[src/rtl/coef_pkg.sv]
// Shared types and constants for the ANN coefficient responder.
// Holds the FSM state encoding, select codes and default block geometry.
package coef_pkg;

   typedef enum logic [1:0] {
      IDLE,
      ISSUE,
      WAIT,
      FINISH
   } state_t;

   localparam logic [1:0] SEL_IMAGE   = 2'b00;
   localparam logic [1:0] SEL_WEIGHTS = 2'b01;

   localparam int DEF_IMAGE_SIZE  = 64;
   localparam int DEF_FIRST_LAYER = 16;

   localparam int ROW_W = 4;
   localparam int COL_W = 6;

endpackage

[src/rtl/coef_addr_gen.sv]
// Row/column word counters and memory address generation for one block.
// Ports: clk, rst; clear (start block, latch base and select), advance (next
// word), weights/image_address (block selection), addr, row, col, last.
import coef_pkg::*;

module coef_addr_gen #(
   parameter int                IMAGE_SIZE  = DEF_IMAGE_SIZE,
   parameter int                FIRST_LAYER = DEF_FIRST_LAYER,
   parameter int                ADDR_W      = 16,
   parameter logic [ADDR_W-1:0] WEIGHT_BASE = 16'hC000
) (
   input  logic              clk,
   input  logic              rst,
   input  logic              clear,
   input  logic              advance,
   input  logic              weights,
   input  logic [9:0]        image_address,
   output logic [ADDR_W-1:0] addr,
   output logic [ROW_W-1:0]  row,
   output logic [COL_W-1:0]  col,
   output logic              last
);

   logic [ROW_W-1:0]  row_q;
   logic [COL_W-1:0]  col_q;
   logic              wts_q;
   logic [ADDR_W-1:0] base_q;
   logic [ADDR_W-1:0] base_d;
   logic [31:0]       base_w;
   logic              col_last;
   logic              row_last;

   // Base is latched at accept so the inputs may change mid-transfer.
   always_comb begin
      base_w = '0;
      if (weights) begin
         base_w = 32'(WEIGHT_BASE);
      end else begin
         base_w = 32'(image_address) * 32'(IMAGE_SIZE);
      end
      base_d = ADDR_W'(base_w);
   end

   assign col_last = (col_q == COL_W'(IMAGE_SIZE - 1));
   assign row_last = wts_q ? (row_q == ROW_W'(FIRST_LAYER - 1))
                           : (row_q == '0);
   assign last     = col_last && row_last;

   assign addr = ADDR_W'(32'(base_q)
                       + 32'(row_q) * 32'(IMAGE_SIZE)
                       + 32'(col_q));
   assign row  = row_q;
   assign col  = col_q;

   always_ff @(posedge clk) begin
      if (rst) begin
         row_q  <= '0;
         col_q  <= '0;
         wts_q  <= 1'b0;
         base_q <= '0;
      end else if (clear) begin
         row_q  <= '0;
         col_q  <= '0;
         wts_q  <= weights;
         base_q <= base_d;
      end else if (advance) begin
         if (col_last) begin
            col_q <= '0;
            row_q <= row_q + 1'b1;
         end else begin
            col_q <= col_q + 1'b1;
         end
      end
   end

endmodule

[src/rtl/coef_responder.sv]
// Responder for ANN coefficient requests: fetches an image or the weight
// block word by word from 16-bit memory and streams it into ANN storage.
// Ports: clk, rst (sync, active high); request_coef, coef_select,
// image_address from the controller; mem_addr/mem_ren/mem_rdata/mem_rvalid
// to memory; wr_en/wr_row/wr_col/wr_data to storage; busy, loaded, error.
// Build option: COEF_TIMEOUT_EN enables an rvalid watchdog (TIMEOUT cycles).
import coef_pkg::*;

module coef_responder #(
   parameter int                IMAGE_SIZE  = DEF_IMAGE_SIZE,
   parameter int                FIRST_LAYER = DEF_FIRST_LAYER,
   parameter int                ADDR_W      = 16,
   parameter logic [ADDR_W-1:0] WEIGHT_BASE = 16'hC000
`ifdef COEF_TIMEOUT_EN
   ,
   parameter int                TIMEOUT     = 255
`endif
) (
   input  logic              clk,
   input  logic              rst,
   input  logic              request_coef,
   input  logic [1:0]        coef_select,
   input  logic [9:0]        image_address,
   output logic [ADDR_W-1:0] mem_addr,
   output logic              mem_ren,
   input  logic [15:0]       mem_rdata,
   input  logic              mem_rvalid,
   output logic              wr_en,
   output logic [ROW_W-1:0]  wr_row,
   output logic [COL_W-1:0]  wr_col,
   output logic [15:0]       wr_data,
   output logic              busy,
   output logic              loaded,
   output logic              error
);

   state_t state_q, state_d;

   logic busy_q, busy_d;
   logic loaded_q, loaded_d;
   logic error_q, error_d;
   logic wr_en_q, wr_en_d;
   logic [ROW_W-1:0] wr_row_q;
   logic [COL_W-1:0] wr_col_q;
   logic [15:0]      wr_data_q;

   logic clear;
   logic advance;
   logic capture;
   logic tmo_hit;
   logic legal_sel;

   logic [ADDR_W-1:0] gen_addr;
   logic [ROW_W-1:0]  gen_row;
   logic [COL_W-1:0]  gen_col;
   logic              gen_last;

   coef_addr_gen #(
      .IMAGE_SIZE  (IMAGE_SIZE),
      .FIRST_LAYER (FIRST_LAYER),
      .ADDR_W      (ADDR_W),
      .WEIGHT_BASE (WEIGHT_BASE)
   ) u_addr_gen (
      .clk           (clk),
      .rst           (rst),
      .clear         (clear),
      .advance       (advance),
      .weights       (coef_select == SEL_WEIGHTS),
      .image_address (image_address),
      .addr          (gen_addr),
      .row           (gen_row),
      .col           (gen_col),
      .last          (gen_last)
   );

   assign legal_sel = (coef_select == SEL_IMAGE)
                   || (coef_select == SEL_WEIGHTS);

`ifdef COEF_TIMEOUT_EN
   // Counts WAIT cycles for the current word; restarts on every ISSUE.
   logic [7:0] tmo_q;

   always_ff @(posedge clk) begin
      if (rst) begin
         tmo_q <= '0;
      end else if (state_q == ISSUE) begin
         tmo_q <= '0;
      end else if (state_q == WAIT) begin
         tmo_q <= tmo_q + 8'd1;
      end
   end

   assign tmo_hit = (tmo_q == 8'(TIMEOUT - 1));
`else
   assign tmo_hit = 1'b0;
`endif

   always_comb begin
      state_d  = state_q;
      busy_d   = busy_q;
      error_d  = error_q;
      loaded_d = 1'b0;
      wr_en_d  = 1'b0;
      capture  = 1'b0;
      clear    = 1'b0;
      advance  = 1'b0;
      mem_ren  = 1'b0;
      mem_addr = '0;
      unique case (state_q)
         IDLE: begin
            if (request_coef) begin
               if (legal_sel) begin
                  clear   = 1'b1;
                  error_d = 1'b0;
                  busy_d  = 1'b1;
                  state_d = ISSUE;
               end else begin
                  error_d = 1'b1;
               end
            end
         end
         ISSUE: begin
            mem_ren  = 1'b1;
            mem_addr = gen_addr;
            state_d  = WAIT;
         end
         WAIT: begin
            if (mem_rvalid) begin
               wr_en_d = 1'b1;
               capture = 1'b1;
               advance = 1'b1;
               state_d = gen_last ? FINISH : ISSUE;
            end else if (tmo_hit) begin
               error_d = 1'b1;
               busy_d  = 1'b0;
               state_d = IDLE;
            end
         end
         FINISH: begin
            // loaded is registered so it lands after the final wr_en.
            busy_d   = 1'b0;
            loaded_d = 1'b1;
            state_d  = IDLE;
         end
         default: state_d = IDLE;
      endcase
   end

   always_ff @(posedge clk) begin
      if (rst) begin
         state_q   <= IDLE;
         busy_q    <= 1'b0;
         loaded_q  <= 1'b0;
         error_q   <= 1'b0;
         wr_en_q   <= 1'b0;
         wr_row_q  <= '0;
         wr_col_q  <= '0;
         wr_data_q <= '0;
      end else begin
         state_q  <= state_d;
         busy_q   <= busy_d;
         loaded_q <= loaded_d;
         error_q  <= error_d;
         wr_en_q  <= wr_en_d;
         if (capture) begin
            wr_row_q  <= gen_row;
            wr_col_q  <= gen_col;
            wr_data_q <= mem_rdata;
         end
      end
   end

   assign busy    = busy_q;
   assign loaded  = loaded_q;
   assign error   = error_q;
   assign wr_en   = wr_en_q;
   assign wr_row  = wr_row_q;
   assign wr_col  = wr_col_q;
   assign wr_data = wr_data_q;

endmodule

[config.mk]
export PLATFORM = sky130hd
export DESIGN_NAME = coef_responder
export DESIGN_NICKNAME = d
export VERILOG_FILES = /design/src/rtl/coef_pkg.sv /design/src/rtl/coef_addr_gen.sv /design/src/rtl/coef_responder.sv
export SDC_FILE = /design/constraint.sdc
export NUM_CORES = 1
export LEC_CHECK = 0
export ABC_AREA = 1
export CORE_MARGIN = 10
export CORE_UTILIZATION = 39
export DETAILED_ROUTE_END_ITERATION = 10
export MAX_ROUTING_LAYER = met4
export PLACE_DENSITY = 0.69
export SLEW_MARGIN = 10
export SYNTH_ARGS = -nofsm -noshare
export SYNTH_HDL_FRONTEND = slang
export SYNTH_SLANG_ARGS = --single-unit
[constraint.sdc]
create_clock -name clk -period 6.15 [get_ports clk]
set_clock_uncertainty 0.05 [all_clocks]
set_input_delay 1.845 -clock clk [delete_from_list [all_inputs] [get_ports clk]]
set_output_delay 1.845 -clock clk [all_outputs]
set_load 0.01 [all_outputs]
## Word-level counts from Yosys, hierarchy flattened

Index checks and enable logic that the tools add are counted.

- Add/sub/neg operators: 4
- Eq/ne operators: 9
- Mux-type cells: 20
- Reduce and logical (&&, ||, !) cells: 11

Operators by type and width:

| cell | count |
|---|---|
| two-way mux 16 bit | 2 |
| adder 16 x 10 -> 16 bit | 1 |
| adder 16 x 6 -> 16 bit | 1 |
| two-way mux 1 bit | 11 |
| two-way mux 2 bit | 4 |
| case mux 2 bit (4 select lines) | 1 |
| adder 6 x 1 -> 6 bit (second input constant) | 1 |
| == test 6 bit (second input constant) | 1 |
| two-way mux 6 bit | 1 |
| != test 2 bit (second input constant) | 3 |
| AND reduction 3 bit | 2 |
| adder 4 x 1 -> 4 bit (second input constant) | 1 |
| == test 2 x 1 -> 1 bit (second input constant) | 2 |
| == test 2 bit (second input constant) | 2 |
| == test 4 bit (second input constant) | 1 |
| logical NOT 2 bit | 2 |
| logical NOT 4 bit | 1 |
| AND reduction 2 bit | 2 |
| case mux 1 bit (2 select lines) | 1 |
| nonzero test 2 bit | 1 |
| OR reduction 2 bit | 1 |
| logical AND 1 bit | 1 |
| logical OR 1 bit | 1 |

- Register bits after elaboration: 59
- Input bits: 32
- Output and inout port bits: 47
- Word-level logic and storage cells: 56

## Longest topological paths before layout

Gate-level depths: netlist of run 1.

- Word-level depth: 6
- Mapped depth: 9
- Depth with buffers taken out: 9

## By module

From an unflattened synthesis of run 1, not the netlist that was laid out.

- Cells, all modules: 411
- Area, all modules: 2,772.7 µm²

Modules (own cells, without submodules):

| module | instances | cells each | area an instance (µm²) | seq. area each (µm²) |
|---|---|---|---|---|
| coef_responder | 1 | 233 | 1,495.2 | 640.6 |
| coef_addr_gen | 1 | 178 | 1,277.5 | 420.4 |

## Least setup slack after synthesis of run 1

Ideal clock, no wire load.

- Path kind: register to output
- Start point: register u_addr_gen.row_q[0], in the netlist u_addr_gen.row[0]
- End point: output mem_addr[12]
- Arrival time: 1.641 ns
- Required time: 4.255 ns
- Setup slack: 2.614 ns
- Stages on the path, launching flop included: 9
- Path buffers: 0
- Cell sequence: dfxtp_1 -> ha_1 -> inv_1 -> fa_1 -> nand3b_1 -> nand2_1 -> nand2_1 -> o21ai_0 -> nor2_1

- Longest elaborated chain between the ends: 3

RTL lines:

| what | RTL line | text |
|---|---|---|
| start, declared | coef_addr_gen.sv:24 | `logic [ROW_W-1:0] row_q;` |
| start signal, assigned | coef_addr_gen.sv:69 | `row_q <= row_q + 1'b1;` |
| adder 16 x 10 -> 16 bit | coef_addr_gen.sv:50 | `+ 32'(row_q) * 32'(IMAGE_SIZE)` |
| adder 16 x 6 -> 16 bit | coef_addr_gen.sv:51 | `+ 32'(col_q));` |
| two-way mux 16 bit | coef_responder.sv:109 | `unique case (state_q)` |
| end, declared | coef_responder.sv:24 | `output logic [ADDR_W-1:0] mem_addr,` |

No other way between the ends.

## Worst setup path in the final report of run 1

Same ends and word-level chain as after synthesis.

==> key figures, run 1 <==
Drt
  • Via Count: between 2000 and 2500
  • Total Wirelength: 6.69 mm
  • Drt pass-1 iters: 6
  • # DRC: 0
  • Avg Vias per Cell: roughly 4.9
  • Final ANT Viol Nets: 0
  • DRT iter0 DRCs: 111
  • Wire per inst: about 14 µm

GRT
  • Largest net degree at the start of global routing: 38
  • GR Overflow Total: 0
  • Antenna violations before repair: 0
  • All-Layer GR Usage: between 10% and 20%
  • First-pass GRT wire length: about 11 mm
  • Vias in the first global route: approximately 2400

STA
  • Final setup fails: 0
  • Hold_ws: approximately 420 ps
  • RSZ-0062 raised after global routing: false
  • Worst setup margin: 1690 ps
  • Max_slew headroom: 36.0%
  • Max-slew violations: 0
  • Fin crit share: roughly 73%
  • Final hold viol count: 0
  • Period minus WS final: 4460 ps
  • Fmax: roughly 220 MHz
  • Slew @ Worst Pin: 959 ps
  • Sum Neg Setup Slack: 0 ps

Clocking
  • CTS tree: done
  • Clock root cell: clkbuf_8
  • Worst skew pair latency: 300 ps
  • PostCTS Resize Cnt: 0
  • Max Root-Sink Buffers: 2
  • CTS sink count: 53
  • Post-CTS Setup Bufs: 0
  • CTS clock-pin slew for the worst setup and hold paths: ~90 ps
  • CTS buffer count: 5
  • H-tree depth: 2
  • Hold-fix buffers, CTS: 0

Power
  • Clk pwr share: 30.5%
  • Power density cells: 191 nW/µm²
  • Max VDD drop: about 120 µV
  • Comb pwr share: 13.7%
  • Leak pwr: about 1.3 nW
  • Seq pwr share: a little under three fifths
  • Int Power: 0.487 mW
  • Sw power: approximately 0.16 mW
  • Net Sw Frac: 24.7%

Setup path
  • FF-to-FF End: u_addr_gen.row[3]$_SDFFE_PP0P_
  • Startpoint Class: register
  • Crit path top cell by count: nand2_1
  • Reg2reg start: state_q[1]$_SDFFE_PP0P_
  • Worst path cell trace: ha_1 > inv_1 > fa_1 > nand3b_1 > nand2_1 > nand2_1 > o21ai_0 > nor2_1 > clkdlybuf4s50_1
  • CP max stage delay: ~470 ps
  • Flop2flop setup slack: about 4600 ps
  • Crit Path Class: reg2out
  • CP endpoint kind: output port
  • Largest fanout on the critical path: 6
  • Crit path required time: about 4300 ps
  • Critical Path AT: between 2000 and 3000 ps
  • Worst path slowest cell: clkdlybuf4s50_1
  • R2R depth: 6

Logic synthesis
  • Post-Synthesis Cells: 323
  • Sequential share of the synthesized area: a little over two fifths
  • Mapped cell area: roughly 2500 µm²
  • Mapped Nets: 363
  • YS warnings: 0
  • #FFs+latches synth: 53
  • Post-synth cell types: 32
  • Syn_area_per_cell: slightly below 8 µm²

Layout
  • Commonest non-fill, non-tap cell in the layout: clkdlybuf4s50_1
  • Nets: 439
  • Final Cell Area: ~3400 µm²
  • Area Overhead vs Synth: 36.2%
  • N_diodes: 0
  • Most frequent cells in the layout: 78 x clkdlybuf4s50_1, 63 x nor2_1, 53 x dfxtp_1
  • Share of cells above drive strength 1: 8.52%

Placement
  • Post-place setup slack: 2020 ps
  • Final HPWL from detailed placement: around 5.0 mm
  • Area after DPL: 3300 µm²
  • # port buffers: slightly below 80
  • Final GP Congestion: 0.847

Floorplan
  • Die Area: 9980 µm²
  • Row count: 29
  • Core area: ~6300 µm²
  • I/O Pins: 79
  • Chip height: 99.9 µm
  • Die width: 99.9 µm
  • Initial Utilization: between 30% and 40%

Outcome
  • Status: complete, no violations

Worst hold path
  • Hold path endpoint: u_addr_gen.base_q[9]$_SDFFE_PP0P_
  • Hold WC Path Type: reg2reg
  • Hold Crit Depth: 2
  • Hold path start: u_addr_gen.base_q[9]$_SDFFE_PP0P_

Job
  • Maxcap violations: 0
-- cells in the mapped netlist --
| library cell | number | share of area, % |
|---|---|---|
| o21ai_2 | 7 | 2.5 |
| buf_2 | 2 | 0.40 |
| buf_6 | 2 | 0.90 |
| nand3_1 | 17 | 3.4 |
| nand2_1 | 52 | 7.8 |
| fa_1 | 1 | 0.80 |
| o211a_1 | 1 | 0.40 |
| clkbuf_1 | 2 | 0.30 |
| nor2_1 | 63 | 9.5 |
| nand4_1 | 4 | 1.0 |
| o21ai_1 | 4 | 0.80 |
| a31oi_1 | 2 | 0.50 |
| o22ai_2 | 1 | 0.50 |
| xor2_1 | 4 | 1.4 |
| a21oi_1 | 19 | 3.8 |
| inv_6 | 1 | 0.35 |
| nand2_2 | 1 | 0.25 |
| buf_4 | 3 | 0.90 |
| clkinv_1 | 2 | 0.30 |
| nand3b_1 | 1 | 0.30 |
| nor2_2 | 2 | 0.50 |
| nor2_8 | 3 | 2.4 |
| nand2_4 | 4 | 1.8 |
| a21oi_2 | 6 | 2.1 |
| o21ai_0 | 27 | 5.4 |
| nor3_2 | 1 | 0.40 |
| dfxtp_1 | 53 | 43 |
| inv_2 | 2 | 0.30 |
| inv_1 | 25 | 3.8 |
| o2111ai_1 | 1 | 0.35 |
| nor3_1 | 3 | 0.60 |
| ha_1 | 7 | 3.5 |
-- through the flow --
step           instances  total power, mW  util (%)
3_3_place_gp         469            0.457      52.6
5_1_grt              476            0.675      54.0
4_1_cts              476            0.656      54.0
6_report             476            0.646      54.0
2_1_floorplan        323            0.412         -
3_5_place_dp         469            0.458      52.6
-- power groups by stage --
stage / clock (mW) / combinational (mW) / sequential [mW]
floorplan: 0 / 0.0413 / 0.371
detailed placement: 0 / 0.0894 / 0.369
finish: 0.197 / 0.0887 / 0.361
global route: 0.215 / 0.0979 / 0.362
global placement: 0 / 0.0889 / 0.368
CTS: 0.205 / 0.0901 / 0.361
-- final cells by class --
class / count / area, µm²
multi-input combinational: 231 / 1250
clock buffer: 7 / 86.3
inverter: 30 / 118
fill: 603 / 2890
timing repair buffer: 78 / 781
tap: 77 / 96.3
sequential: 53 / 1060
-- how the worst max path moves through the flow --
stage	startpoint	to	slack, ps	cells past startpoint
floorplan	u_addr_gen.row[0]$_SDFFE_PP0P_	mem_addr[12]	2610	8
global placement	u_addr_gen.row[0]$_SDFFE_PP0P_	mem_addr[12]	2070	9
detailed placement	u_addr_gen.row[0]$_SDFFE_PP0P_	mem_addr[12]	2020	9
CTS	u_addr_gen.row[0]$_SDFFE_PP0P_	mem_addr[12]	1670	9
global route	u_addr_gen.row[0]$_SDFFE_PP0P_	mem_addr[12]	1430	9
finish	u_addr_gen.row[0]$_SDFFE_PP0P_	mem_addr[12]	1690	9
-- per-layer routing --
| metal | vias up | share of wire, % | global-route usage [%] | wire length, µm |
|---|---|---|---|---|
| met5 | - | 0 | - | 0 |
| met3 | 5 | 9.9 | 6.46 | 665 |
| li1 | 1203 | - | - | - |
| met2 | 70 | 43 | 21.1 | 2910 |
| met1 | 1062 | 46 | 16.1 | 3050 |
| met4 | 0 | 0.96 | 4.08 | 64 |
-- registers in the layout (all words and copies together), names as in the netlist --
name	flops
u_addr_gen.wts_q	1
wr_en	1
u_addr_gen.row	4
wr_data	16
loaded	1
u_addr_gen.col	6
wr_col	6
wr_row	4
busy	1
state_q	2
error	1
u_addr_gen.base_q	10
-- critical path, delay by kind of cell (launching register included) --
kind / cells / cell delay [ps]
AO/OA/AOI/OAI: 1 / 140
adder cells (fa/ha/maj): 2 / 670
buffers and inverters: 2 / 540
flip-flops: 1 / 440
AND/OR/NAND/NOR: 4 / 470
-- cells by family after synthesis --
| logic type | count (synthesis) | synth area share (%) |
|---|---|---|
| AOI/OAI and AO/OA | 68 | 16.4 |
| and+or+nand+nor | 151 | 28.0 |
| adders and majority gates | 8 | 4.32 |
| DFF | 53 | 42.6 |
| buffers and inverters | 39 | 7.24 |
| xor gates and xnor gates | 4 | 1.41 |
No activity file was read; power rests on OpenSTA's default activity.
==> inputs of run 2 (changes only) <==
- PLACE_DENSITY: 0.69 -> 0.72
- clock period: 6.15 -> 4.09 ns (I/O delays scaled with it)
==> key figures, run 2 (synthesis gave the netlist of run 1 again) <==
Floorplan
  • Initial Utilization: 39.7% (unchanged)
  • I/O Pins: 79 (unchanged)
  • Die Area: 9980 µm² (unchanged)
  • Row count: 29 (unchanged)
  • Core area: 6280 µm² (unchanged)
  • Die width: 99.9 µm (unchanged)
  • Chip height: 99.9 µm (unchanged)

STA
  • Slew @ Worst Pin: 593 ps (-367 ps)
  • Period minus WS final: ~3900 ps
  • Fmax: about 260 MHz
  • Final setup fails: 0 (unchanged)
  • RSZ-0062 raised after global routing: false
  • Hold_ws: 417 ps (-0.290 ps)
  • Max_slew headroom: 60.4% (+24 points)
  • Sum Neg Setup Slack: 0 ps (unchanged)
  • Fin crit share: 94.9%
  • Max-slew violations: 0 (unchanged)
  • Final hold viol count: 0 (unchanged)

Power
  • Sw power: 0.243 mW (+52%)
  • Seq pwr share: 56.3% (+0.5 points)
  • Clk pwr share: 29.7% (-0.8 points)
  • Int Power: 0.721 mW (+48%)
  • Leak pwr: 1.33 nW (+0.36%)
  • Net Sw Frac: 25.2% (+0.52 points)
  • Power density cells: 283 nW/µm² (+49%)
  • Comb pwr share: 14.0% (+0.3 points)
  • Max VDD drop: 183 µV (+57%)

Layout
  • N_diodes: 0 (unchanged)
  • Area Overhead vs Synth: 36.5%
  • FILL cells: 587 (-2.7%)
  • Max reg flops: 16 (unchanged)
  • Area of the multi-input gates: 1250 µm² (unchanged)
  • Nets: 441 (+0.46%)
  • Commonest non-fill, non-tap cell in the layout: clkdlybuf4s50_1
  • Share of cells above drive strength 1: 8.71% (+0.19 points)
  • Seq. cell area: 1060 µm² (unchanged)
  • Most frequent cells in the layout: 78 x clkdlybuf4s50_1, 63 x nor2_1, 53 x dfxtp_1

Setup path
  • Largest fanout on the critical path: 6 (unchanged)
  • Startpoint Class: register
  • Crit path top cell by count: nand2_1
  • Crit path required time: 2810 ps (-1450 ps)
  • Worst path slowest cell: clkdlybuf4s50_1
  • CP max stage delay: 470 ps (about the same)
  • Critical Path AT: 2610 ps (+40 ps)
  • Worst path cell trace: ha_1 > inv_1 > fa_1 > nand3b_1 > nand2_1 > nand2_1 > o21ai_0 > nor2_1 > clkdlybuf4s50_1
  • CP endpoint kind: output port
  • Crit Path Class: reg2out

Clocking
  • Max Root-Sink Buffers: 2 (unchanged)
  • CTS sink count: 53 (unchanged)
  • CTS clock-pin slew for the worst setup and hold paths: 90 ps (about the same)
  • Clock root cell: clkbuf_8
  • Hold-fix buffers, CTS: 0 (unchanged)
  • CTS buffer count: 5 (unchanged)
  • Worst skew pair latency: 300 ps (about the same)
  • Post-CTS Setup Bufs: 0 (unchanged)
  • CTS tree: done
  • PostCTS Resize Cnt: 0 (unchanged)
  • H-tree depth: 2 (unchanged)

Placement
  • Final HPWL from detailed placement: 5.05 mm (+1.5%)
  • # port buffers: 78 (unchanged)
  • Final GP Congestion: 0.884 (+4.3%)

GRT
  • Vias in the first global route: 2404 (-0.17%)
  • Largest net degree at the start of global routing: 38 (unchanged)
  • Antenna violations before repair: 0 (unchanged)
  • All-Layer GR Usage: 13.7% (-0.21 points)
  • First-pass GRT wire length: 11.3 mm (+0.74%)
  • GR Overflow Total: 0 (unchanged)

Drt
  • Avg Vias per Cell: 4.94 (+0.44%)
  • Wire per inst: 14.1 µm (+0.37%)
  • DRT iter0 DRCs: 97 (-13%)
  • Total Wirelength: 6.76 mm (+1.0%)
  • Drt pass-1 iters: 4 (-2)
  • # DRC: 0 (unchanged)
  • Final ANT Viol Nets: 0 (unchanged)
  • Via Count: 2365 (+1.1%)

Worst hold path
  • Hold WC Path Type: reg2reg

Outcome
  • Status: complete, no violations

Job
  • Maxcap violations: 0 (unchanged)
## run 2: cell types whose count changed in the layout (fill, tap and decap cells not counted)
cell,before,now
buf_4,0,2
clkbuf_1,1,3
clkbuf_8,6,5
## run 2: final timing paths
check                                    startpoint  cells after the start                                end  slack, ps
setup / recovery     u_addr_gen.row[0]$_SDFFE_PP0P_                      9                       mem_addr[12]        210
hold / removal    u_addr_gen.base_q[6]$_SDFFE_PP0P_                      2  u_addr_gen.base_q[6]$_SDFFE_PP0P_        420
setup reg to reg            state_q[1]$_SDFFE_PP0P_                      5     u_addr_gen.col[4]$_SDFFE_PP0P_       2560
hold reg to reg   u_addr_gen.base_q[6]$_SDFFE_PP0P_                      2  u_addr_gen.base_q[6]$_SDFFE_PP0P_        420
## run 2: layout make-up
cell class | instances | share of cell area [%]
Clock buffer | 8 | 2.36
Inverter | 30 | 3.46
Multi-Input combinational cell | 231 | 36.7
Sequential cell | 53 | 31.2
Tap cell | 77 | 2.83
Timing Repair Buffer | 80 | 23.4
## run 2: worst max-delay path, delay by kind of cell, from the launching register on
family / cells / cell delay [ps]
AO/OA/AOI/OAI: 1 / 150
buffers and inverters: 2 / 540
AND/OR/NAND/NOR: 4 / 500
adder cells (fa/ha/maj): 2 / 670
flip-flops: 1 / 440
## run 2: per-layer routing
layer,share of wire (%),global-route usage (%),vias to the layer above
li1,-,-,1207
met1,46,16.5,1069
met2,44,20.9,80
met3,9.6,5.91,9
met4,0.90,2.87,0
met5,0,-,-
## run 2: stage by stage
| stage | setup WS, ps | utilization [%] | instances | total power, mW | area, µm² |
|---|---|---|---|---|---|
| after global placement | 614 | 52.9 | 471 | 0.689 | 3320 |
| after detailed placement | 561 | 52.9 | 471 | 0.690 | 3320 |
| after global routing | 30.0 | 54.2 | 479 | 1.01 | 3400 |
| after CTS | 197 | 54.2 | 479 | 0.977 | 3400 |
| after floorplan | 1170 | - | 323 | 0.620 | 2490 |
| final | 208 | 54.2 | 479 | 0.963 | 3400 |
## run 2: power by group through the flow
stage / clock network, mW / logic [mW] / registers, mW
5_1_grt: 0.314 / 0.149 / 0.544
3_5_place_dp: 0 / 0.136 / 0.554
6_report: 0.286 / 0.135 / 0.542
4_1_cts: 0.298 / 0.137 / 0.542
3_3_place_gp: 0 / 0.135 / 0.554
2_1_floorplan: 0 / 0.0621 / 0.558
==> inputs of run 3 (changes only) <==
- PLACE_DENSITY: 0.72 -> 0.71
- TNS_END_PERCENT: not set -> 5
==> key figures, run 3 (synthesis gave the netlist of run 1 again) <==
Outcome
  • Status: complete, no violations

Layout
  • Final core occ: 54.3% (+0.12 points)
  • Final Cell Area: 3410 µm² (+0.22%)
  • Area Overhead vs Synth: 36.8%
  • Most frequent cells in the layout: 78 x clkdlybuf4s50_1, 63 x nor2_1, 52 x nand2_1, 52 x dfxtp_1, 27 x o21ai_0
  • Commonest non-fill, non-tap cell in the layout: clkdlybuf4s50_1
  • N_diodes: 0 (unchanged)
  • Max reg flops: 16 (unchanged)
  • Nets: 441 (unchanged)
  • Share of cells above drive strength 1: 9.23% (+0.52 points)

Placement
  • Final HPWL from detailed placement: 5.17 mm (+2.4%)
  • Area after DPL: 3320 µm² (unchanged)
  • Final GP Congestion: 0.845 (-4.4%)
  • # port buffers: 78 (unchanged)
  • Post-place setup slack: 497 ps (-64.7 ps)

GRT
  • First-pass GRT wire length: 11.7 mm (+3.9%)
  • All-Layer GR Usage: 14.5% (+0.77 points)
  • Vias in the first global route: 2370 (-1.4%)
  • GR Overflow Total: 0 (unchanged)
  • Largest net degree at the start of global routing: 38 (unchanged)
  • Antenna violations before repair: 0 (unchanged)

Floorplan
  • I/O Pins: 79 (unchanged)
  • Chip height: 99.9 µm (unchanged)
  • Die width: 99.9 µm (unchanged)
  • Row count: 29 (unchanged)
  • Initial Utilization: 39.7% (unchanged)
  • Core area: 6280 µm² (unchanged)
  • Die Area: 9980 µm² (unchanged)

Drt
  • Avg Vias per Cell: 4.92 (-0.43%)
  • Final ANT Viol Nets: 0 (unchanged)
  • DRT iter0 DRCs: 164 (+69%)
  • Total Wirelength: 6.86 mm (+1.5%)
  • Via Count: 2350 (-0.63%)
  • Drt pass-1 iters: 4 (unchanged)
  • # DRC: 0 (unchanged)
  • Wire per inst: 14.4 µm (+1.7%)

STA
  • Final setup fails: 0 (unchanged)
  • Worst setup margin: 269 ps (+60.9 ps)
  • Max_slew headroom: 60.2% (-0.27 points)
  • Period minus WS final: 3820 ps (-60.9 ps)
  • RSZ-0062 raised after global routing: false
  • Final hold viol count: 0 (unchanged)
  • Fmax: 262 MHz (+1.6%)
  • Slew @ Worst Pin: 597 ps (+4.00 ps)
  • Fin crit share: 93.4% (-1.5 points)
  • Max-slew violations: 0 (unchanged)
  • Sum Neg Setup Slack: 0 ps (unchanged)

Worst hold path
  • Hold WC Path Type: reg2reg
  • Hold path start: u_addr_gen.base_q[8]$_SDFFE_PP0P_

Setup path
  • Reg2reg start: state_q[0]$_SDFFE_PP0P_
  • Crit path required time: 2810 ps (about the same)
  • Crit path top cell by count: nand2_1
  • Crit path buf inv count: 2 (unchanged)
  • Crit Path Class: reg2out
  • Worst path slowest cell: clkdlybuf4s50_1
  • Largest fanout on the critical path: 6 (unchanged)
  • Startpoint Class: register
  • CP endpoint kind: output port
  • CP max stage delay: 480 ps (about the same)
  • Start point of the critical path: u_addr_gen.row[0]$_SDFFE_PP0P_
  • Critical Path AT: 2540 ps (-70 ps)
  • Largest delay share family, worst path: adder cells
  • Worst path cell trace: ha_1 > inv_1 > fa_1 > nand3b_1 > nand2_1 > nand2_1 > o21ai_0 > nor2_1 > clkdlybuf4s50_1
  • Flop2flop setup slack: 2550 ps (about the same)

Clocking
  • CTS clock-pin slew for the worst setup and hold paths: 90 ps (about the same)
  • Clock root cell: clkbuf_8
  • H-tree depth: 2 (unchanged)
  • Hold-fix buffers, CTS: 0 (unchanged)
  • Post-CTS Setup Bufs: 0 (unchanged)
  • CTS sink count: 53 (unchanged)
  • CTS buffer count: 5 (unchanged)
  • Worst skew pair latency: 300 ps (about the same)
  • CTS tree: done
  • Max Root-Sink Buffers: 2 (unchanged)
  • PostCTS Resize Cnt: 0 (unchanged)

Power
  • Power density cells: 287 nW/µm² (+1.1%)
  • Leak pwr: 1.34 nW (+0.40%)
  • Max VDD drop: 173 µV (-5.4%)

Job
  • Maxcap violations: 0 (unchanged)
run 3: final cells by class:
type	instances	area, µm²
fillers	607	2870
multi-input cells	231	1250
flip-flops and latches	53	1060
repair buffers	80	796
inverters	30	118
well taps	77	96.3
clock buffers	7	86.3
run 3: worst paths after layout:
path	cells past startpoint	to
setup reg to reg	7	u_addr_gen.row[2]$_SDFFE_PP0P_
hold / removal	2	u_addr_gen.base_q[8]$_SDFFE_PP0P_
hold reg to reg	2	u_addr_gen.base_q[8]$_SDFFE_PP0P_
setup / recovery	9	mem_addr[12]
run 3: metal layers:
metal,GRT usage (%),vias to the layer above,share of wire [%]
li1,-,1206,-
met1,17.8,1068,46
met2,22.2,70,45
met3,5.63,6,7.7
met4,2.65,0,0.77
met5,-,-,0
run 3: tightest hold or removal path: cells and delay by family, from the launching register on:
kind            cells  cell delay, ps
simple gates        1              60
compound gates      1              50
flops               1             320
run 3: stage by stage:
step                total power, mW  instances  hold slack [ps]
floorplan                     0.620        323              387
global placement              0.689        471              400
detailed placement            0.691        471              403
CTS                           0.988        478              418
global route                   1.02        478              449
finish                        0.976        478              416
run 3: report_power, final:
part / switching [mW] / total, mW / internal (mW)
Clock: 0.164 / 0.299 / 0.135
Sequential: 0.0104 / 0.543 / 0.532
Combinational: 0.0687 / 0.135 / 0.0663
